## config.mk

```make
export PLATFORM = sky130hd
export DESIGN_NAME = fetch_queue
export DESIGN_NICKNAME = d
export VERILOG_FILES = /design/src/rtl/fetch_queue.sv
export SDC_FILE = /design/constraint.sdc
export NUM_CORES = 1
export LEC_CHECK = 0
export CAP_MARGIN = 20
export CORE_ASPECT_RATIO = 1.1
export CORE_UTILIZATION = 60
export CTS_BUF_LIST = sky130_fd_sc_hd__clkbuf_16
export CTS_CLUSTER_DIAMETER = 120
export CTS_CLUSTER_SIZE = 40
export DETAILED_ROUTE_END_ITERATION = 10
export PLACE_DENSITY = 0.87
export SLEW_MARGIN = 20
export SYNTH_ARGS = -nofsm -noshare
export SYNTH_HDL_FRONTEND = slang
export SYNTH_SLANG_ARGS = --single-unit
```

## constraint.sdc

```tcl
create_clock -name clk -period 9.56 [get_ports clk]
set_clock_uncertainty 0.05 [all_clocks]
set_input_delay 1.434 -clock clk [delete_from_list [all_inputs] [get_ports clk]]
set_output_delay 1.434 -clock clk [all_outputs]
set_load 0.02 [all_outputs]
```

## src/rtl/fetch_queue.sv

```systemverilog
// -----------------------------------------------------------------------------
// fetch_queue
//
// Instruction-fetch front end for the pipelined RV core. It issues sequential
// reads to a synchronous IMEM (1-cycle read latency) and keeps up to DEPTH
// {pc, instruction} pairs in a circular buffer. The head of that buffer is
// presented to decode. A redirect from EX flushes the buffer, discards the
// response arriving in the redirect cycle and restarts fetch at the target.
//
// Optional build macro: FETCH_BYPASS_EN
//   When defined, a response that arrives while the buffer is empty is shown
//   to decode in the same cycle. If decode accepts it, the entry is not
//   written into the buffer. When undefined, every response passes through
//   the buffer.
//
// Parameters
//   XLEN      PC / address width
//   DEPTH     buffer entries (power of 2, >= 2)
//   RESET_PC  first fetch address after reset (4-byte aligned)
//
// Ports
//   clk             in   clock
//   rst_n           in   asynchronous active-low reset
//   imem_en         out  IMEM read request this cycle
//   imem_addr       out  IMEM byte address, bits [1:0] always 0
//   imem_rdata      in   IMEM data, valid the cycle after imem_en
//   redirect_valid  in   branch taken / jump from EX
//   redirect_pc     in   redirect target, bits [1:0] ignored
//   id_ready        in   decode accepts the head entry
//   id_valid        out  head entry valid
//   id_pc           out  PC of head entry (0 while empty)
//   id_instr        out  instruction of head entry (0 while empty)
//   count           out  entries currently held in the buffer
//
// Handshake: an entry moves to decode on every clk edge where id_valid and
// id_ready are both high. id_valid does not depend on id_ready, and while
// id_valid is high and id_ready is low the head (id_pc/id_instr) is held.
// -----------------------------------------------------------------------------
module fetch_queue #(
   parameter int              XLEN     = 32,
   parameter int              DEPTH    = 4,
   parameter logic [XLEN-1:0] RESET_PC = '0
) (
   input  logic                       clk,
   input  logic                       rst_n,
   output logic                       imem_en,
   output logic [XLEN-1:0]            imem_addr,
   input  logic [31:0]                imem_rdata,
   input  logic                       redirect_valid,
   input  logic [XLEN-1:0]            redirect_pc,
   input  logic                       id_ready,
   output logic                       id_valid,
   output logic [XLEN-1:0]            id_pc,
   output logic [31:0]                id_instr,
   output logic [$clog2(DEPTH+1)-1:0] count
);

   localparam int PW = $clog2(DEPTH);
   localparam int CW = $clog2(DEPTH+1);

   // State
   logic [XLEN-1:0] r_fetch_pc;
   logic            r_inflight;
   logic [XLEN-1:0] r_inflight_pc;
   logic [PW-1:0]   r_wr_ptr;
   logic [PW-1:0]   r_rd_ptr;
   logic [CW-1:0]   r_count;
   logic [XLEN-1:0] r_q_pc    [DEPTH];
   logic [31:0]     r_q_instr [DEPTH];

   // Combinational
   logic            w_redir;
   logic            w_kill;
   logic            w_rsp;
   logic            w_head_valid;
   logic [XLEN-1:0] w_head_pc;
   logic [31:0]     w_head_instr;
   logic            w_bypass;
   logic            w_pop;
   logic            w_pop_q;
   logic            w_push;
   logic [CW:0]     w_occ;
   logic            w_issue_ok;
   logic [XLEN-1:0] w_redirect_addr;

   // Redirect is ignored while reset is held so the outputs keep reset values.
   assign w_redir         = rst_n && redirect_valid;
   assign w_redirect_addr = {redirect_pc[XLEN-1:2], 2'b00};

   // The response landing in the redirect cycle belongs to the old path.
   // The request issued in the redirect cycle itself is never killed.
   assign w_kill = w_redir;
   assign w_rsp  = r_inflight && !w_kill;

   always_comb begin
      w_head_valid = (r_count != '0);
      w_head_pc    = w_head_valid ? r_q_pc[r_rd_ptr]    : '0;
      w_head_instr = w_head_valid ? r_q_instr[r_rd_ptr] : '0;
      w_bypass     = 1'b0;
`ifdef FETCH_BYPASS_EN
      if (!w_head_valid && w_rsp) begin
         w_bypass     = 1'b1;
         w_head_valid = 1'b1;
         w_head_pc    = r_inflight_pc;
         w_head_instr = imem_rdata;
      end
`else
`endif
   end

   assign id_valid = w_head_valid && !w_redir;
   assign id_pc    = w_head_pc;
   assign id_instr = w_head_instr;
   assign count    = r_count;

   assign w_pop   = id_valid && id_ready;
   // A bypassed entry that decode takes never occupies a buffer slot.
   assign w_pop_q = w_pop && !w_bypass;
   assign w_push  = w_rsp && !(w_bypass && id_ready);

   // Occupancy the buffer would reach if every outstanding response lands.
   // pop never exceeds count + inflight, so this cannot underflow.
   assign w_occ      = (CW+1)'(r_count) + (CW+1)'(r_inflight) - (CW+1)'(w_pop);
   assign w_issue_ok = w_occ < (CW+1)'(DEPTH);

   assign imem_en   = rst_n && (w_redir || w_issue_ok);
   assign imem_addr = w_redir ? w_redirect_addr : r_fetch_pc;

   always_ff @(posedge clk or negedge rst_n) begin
      if (!rst_n) begin
         r_fetch_pc    <= RESET_PC;
         r_inflight    <= 1'b0;
         r_inflight_pc <= RESET_PC;
         r_wr_ptr      <= '0;
         r_rd_ptr      <= '0;
         r_count       <= '0;
      end else if (w_redir) begin
         // Flush: drop everything buffered and restart at the target.
         r_count       <= '0;
         r_rd_ptr      <= r_wr_ptr;
         r_inflight    <= 1'b1;
         r_inflight_pc <= w_redirect_addr;
         r_fetch_pc    <= w_redirect_addr + XLEN'(4);
      end else begin
         if (w_push) begin
            r_wr_ptr <= r_wr_ptr + PW'(1);
         end
         if (w_pop_q) begin
            r_rd_ptr <= r_rd_ptr + PW'(1);
         end
         r_count    <= r_count + CW'(w_push) - CW'(w_pop_q);
         r_inflight <= w_issue_ok;
         if (w_issue_ok) begin
            r_inflight_pc <= r_fetch_pc;
            r_fetch_pc    <= r_fetch_pc + XLEN'(4);
         end
      end
   end

   // Entry storage needs no reset; r_count says which slots are live.
   always_ff @(posedge clk) begin
      if (w_push) begin
         r_q_pc[r_wr_ptr]    <= r_inflight_pc;
         r_q_instr[r_wr_ptr] <= imem_rdata;
      end
   end

   // The issue throttle must make a push into a full buffer impossible.
   a_no_overflow: assert property (@(posedge clk) disable iff (!rst_n)
      !(w_push && (r_count == CW'(DEPTH))));

endmodule
```

==> run summary <==
RePlAce Congestion -> 0.8757
Crit path required time -> 8080 ps
Worst reg2reg endpoint -> r_fetch_pc[26]
Initial Utilization -> 0.6208
Final worst slack -> 2350 ps
Worst-path fanout max -> 49
Sequential cell area fraction in the yosys report -> 0.6829
Slew Limit Fails -> 0
TritonCTS Buffers -> 11
Htree depth -> 1
Synth area leader -> edfxtp_1
Leak Pwr -> 0.005333 µW
DR vias -> 7572
Mapped Cells -> 858
Final Cell Area -> 15520 µm²
Avg Vias per Cell -> 5.879
Antenna Violating Nets Remaining -> 0
Die X -> 144.5 µm
Post-route DRC -> 0
Int Power -> 3213 µW
Filler instances -> 1425
Largest net degree at the start of global routing -> 94
Initial antenna violation count -> 0
Root buffer cell -> clkbuf_16
Worst slew pin tran -> 937.2 ps
Peak supply drop -> 469.6 µV
Setup TNS Final -> 0 ps
Min cycle time layout -> 7210 ps
Ys async rst share -> 0.2152
Number of library cell types mapped by synthesis -> 58
# setup viols final -> 0
Nets -> 1071
Die span in y -> 158.7 µm
Sink Count -> 316
Port bufs -> 162
Ant diodes -> 0
Pre-CTS setup slack -> 2426 ps
Net Sw Power -> 1848 µW
Setup bufs post-CTS -> 0
CTS Buffer Depth -> 3
Routed wire length -> 25.60 mm
Worst setup path category -> in2out
Die footprint -> 22930 µm²
Hold slack -> 443.0 ps
RSZ-0062 raised after global routing -> false
Pwr Total -> 5061 µW
F_max -> 0.1387 GHz
Power share of the sequential group -> 0.427
Yosys warning total -> 0
Site row count -> 56
Dominant cells by area after synthesis -> edfxtp_1 (56%), dfrtp_1 (13%), mux4_2 (10%)
R2R Setup Slk -> 5540 ps
Global route total overflow -> 0
Crit share post-route -> 0.7542
Synthesized area per cell -> 15.62 µm²
GRT Total Usage -> 0.2309
DRT Pass-1 Iters -> 5
Slew headroom -> 0.3752
Syn Std Cell Area -> 13400 µm²
CP arrival -> 5730 ps
Area grow syn2layout -> 15.86%
TritonCTS clock tree -> done
Net Sw Frac -> 0.3651
Clk pin slew, worst setup/hold paths -> 120 ps
Clock network power share -> 0.118
R2R depth -> 11
Hold crit path type -> reg2reg
Top Ports -> 169
Status -> finished, final reports clean
Endpoints failing hold -> 0
CTS Hold Bufs -> 0
Placed cell area -> 15200 µm²
CTS resizes -> 0
Crit end category -> output pin
Top_reg_cell synth -> edfxtp_1
Max_cap viols -> 0
Pwr Density -> 326.0 nW/µm²
Startpoint Class -> input port
First-pass GRT wire length -> 40.45 mm
Layout cells sized above 1 -> 0.1152
Number of synthesized flops with an enable pin -> 248
Vias in the first global route -> 7651
HP Start -> r_fetch_pc[28]
WHS Endpoint -> r_fetch_pc[28]
Drt wl/cell -> 19.87 µm
FF-to-FF Start -> count[0]
Logic pwr share -> 0.455
Yosys top cell area share -> 0.5558
Worst skew pair latency -> 510 ps
DP Wirelength -> 16.11 mm
Hold Path Depth -> 2
Synthesis-stage register bit count -> 316
Core Region -> 21580 µm²
1st-iter DRT viols -> 596
-- synthesized netlist by cell type (7+ instances only) --
master and count:
nor3_1 7, xnor2_1 22, clkbuf_1 22, nand2_1 45, a21oi_1 41, o21ai_0 11, mux4_2 62, edfxtp_1 248
dfrtp_1 68, nor2b_1 62, inv_1 27, nor2_1 82, a31oi_1 10, and3_1 14, buf_2 15, nand4_1 11
mux2i_1 16, ha_1 8
-- worst max-delay path by stage --
stage	from	endpoint	slack (ps)	depth (start not counted)
after floorplan	redirect_valid	imem_en	3890	14
after global placement	redirect_valid	imem_en	2510	11
after detailed placement	redirect_valid	imem_en	2430	11
after CTS	redirect_valid	imem_en	2430	11
after global routing	redirect_valid	imem_en	2210	11
final	redirect_valid	imem_en	2350	11
-- kinds of logic (layout without fill, tap and decap cells) --
group | Yosys count | after routing | synth area share
buffers and inverters | 79 | 216 | 0.02802
other | 1 | 4 | 0.0002799
DFF | 316 | 316 | 0.6829
AOI/OAI and AO/OA | 88 | 88 | 0.04035
muxes | 84 | 84 | 0.1212
xor gates and xnor gates | 26 | 26 | 0.01700
and+or+nand+nor | 255 | 255 | 0.1013
adders and majority gates | 9 | 9 | 0.008966
-- layout make-up --
class                           instances  area [µm²]  area share
Clock buffer                           12       300.3     0.01935
Clock inverter                          5       18.77    0.001209
Inverter                               28       105.1    0.006771
Multi-Input combinational cell        466        3895      0.2509
Sequential cell                       316        9154      0.5897
Tap cell                              290       362.8     0.02338
Timing Repair Buffer                  171        1687      0.1087
-- sequential cells by signal (all words and copies together), names as in the netlist --
name and count:
r_q_instr 128, r_q_pc 120, r_fetch_pc 30, r_inflight_pc 30
count 3, r_rd_ptr 2, r_wr_ptr 2, r_inflight 1
-- power by group through the flow --
stage	Clock [µW]	Sequential [µW]	Combinational (µW)
after global placement	0	2160	2280
after floorplan	0	2100	1530
after global routing	656	2200	2490
after CTS	615	2160	2330
after detailed placement	0	2190	2320
final	599	2160	2300
-- cell usage in the layout (no fill, tap or decap), types with 2 or more instances in the layout --
cell             instances
mux2i_1                 16
and4_1                   4
edfxtp_1               248
clkbuf_16               12
nor4_4                   2
a31oi_1                 10
nand3_1                  6
and3_2                   4
o21ai_0                 11
mux4_2                  62
nor3_1                   6
nand4_1                 11
nor4_2                   6
and3_1                  10
a21oi_1                 41
o31ai_1                  5
o21ai_1                  2
nor2_1                  82
nor4_1                   2
xor2_1                   4
xnor2_1                 22
a211o_1                  2
clkdlybuf4s50_1        161
inv_1                   32
a21o_1                   2
mux2_2                   6
o211a_1                  2
conb_1                   4
ha_1                     8
a21boi_0                 2
and2_4                   2
and2_1                   3
o41ai_1                  2
nor2b_1                 62
nand2_1                 45
dfrtp_1                 66
buf_4                   10
-- metal layers --
layer / GRT usage / vias up / routed length [µm]
met5: 0 / - / 0
met4: 0.06029 / 0 / 432
met3: 0.03559 / 29 / 1667
met2: 0.3743 / 272 / 12900
met1: 0.3288 / 3813 / 10600
li1: - / 3458 / -
-- critical path, stage by stage --
cell,delay (ps)
clkdlybuf4s50_1,810
and2_4,570
or3_1,460
ha_1,340
nand2_1,70
or4_1,440
and2_4,200
a21oi_4,600
inv_2,60
and2_1,180
clkdlybuf4s50_1,530
-- through the flow --
stage / util / std cells
after CTS: 0.7193 / 1288
after global placement: 0.7045 / 1271
after floorplan: - / 861
after global routing: 0.7193 / 1288
final: 0.7193 / 1288
after detailed placement: 0.7045 / 1271
(Power assumes the default switching activity.)
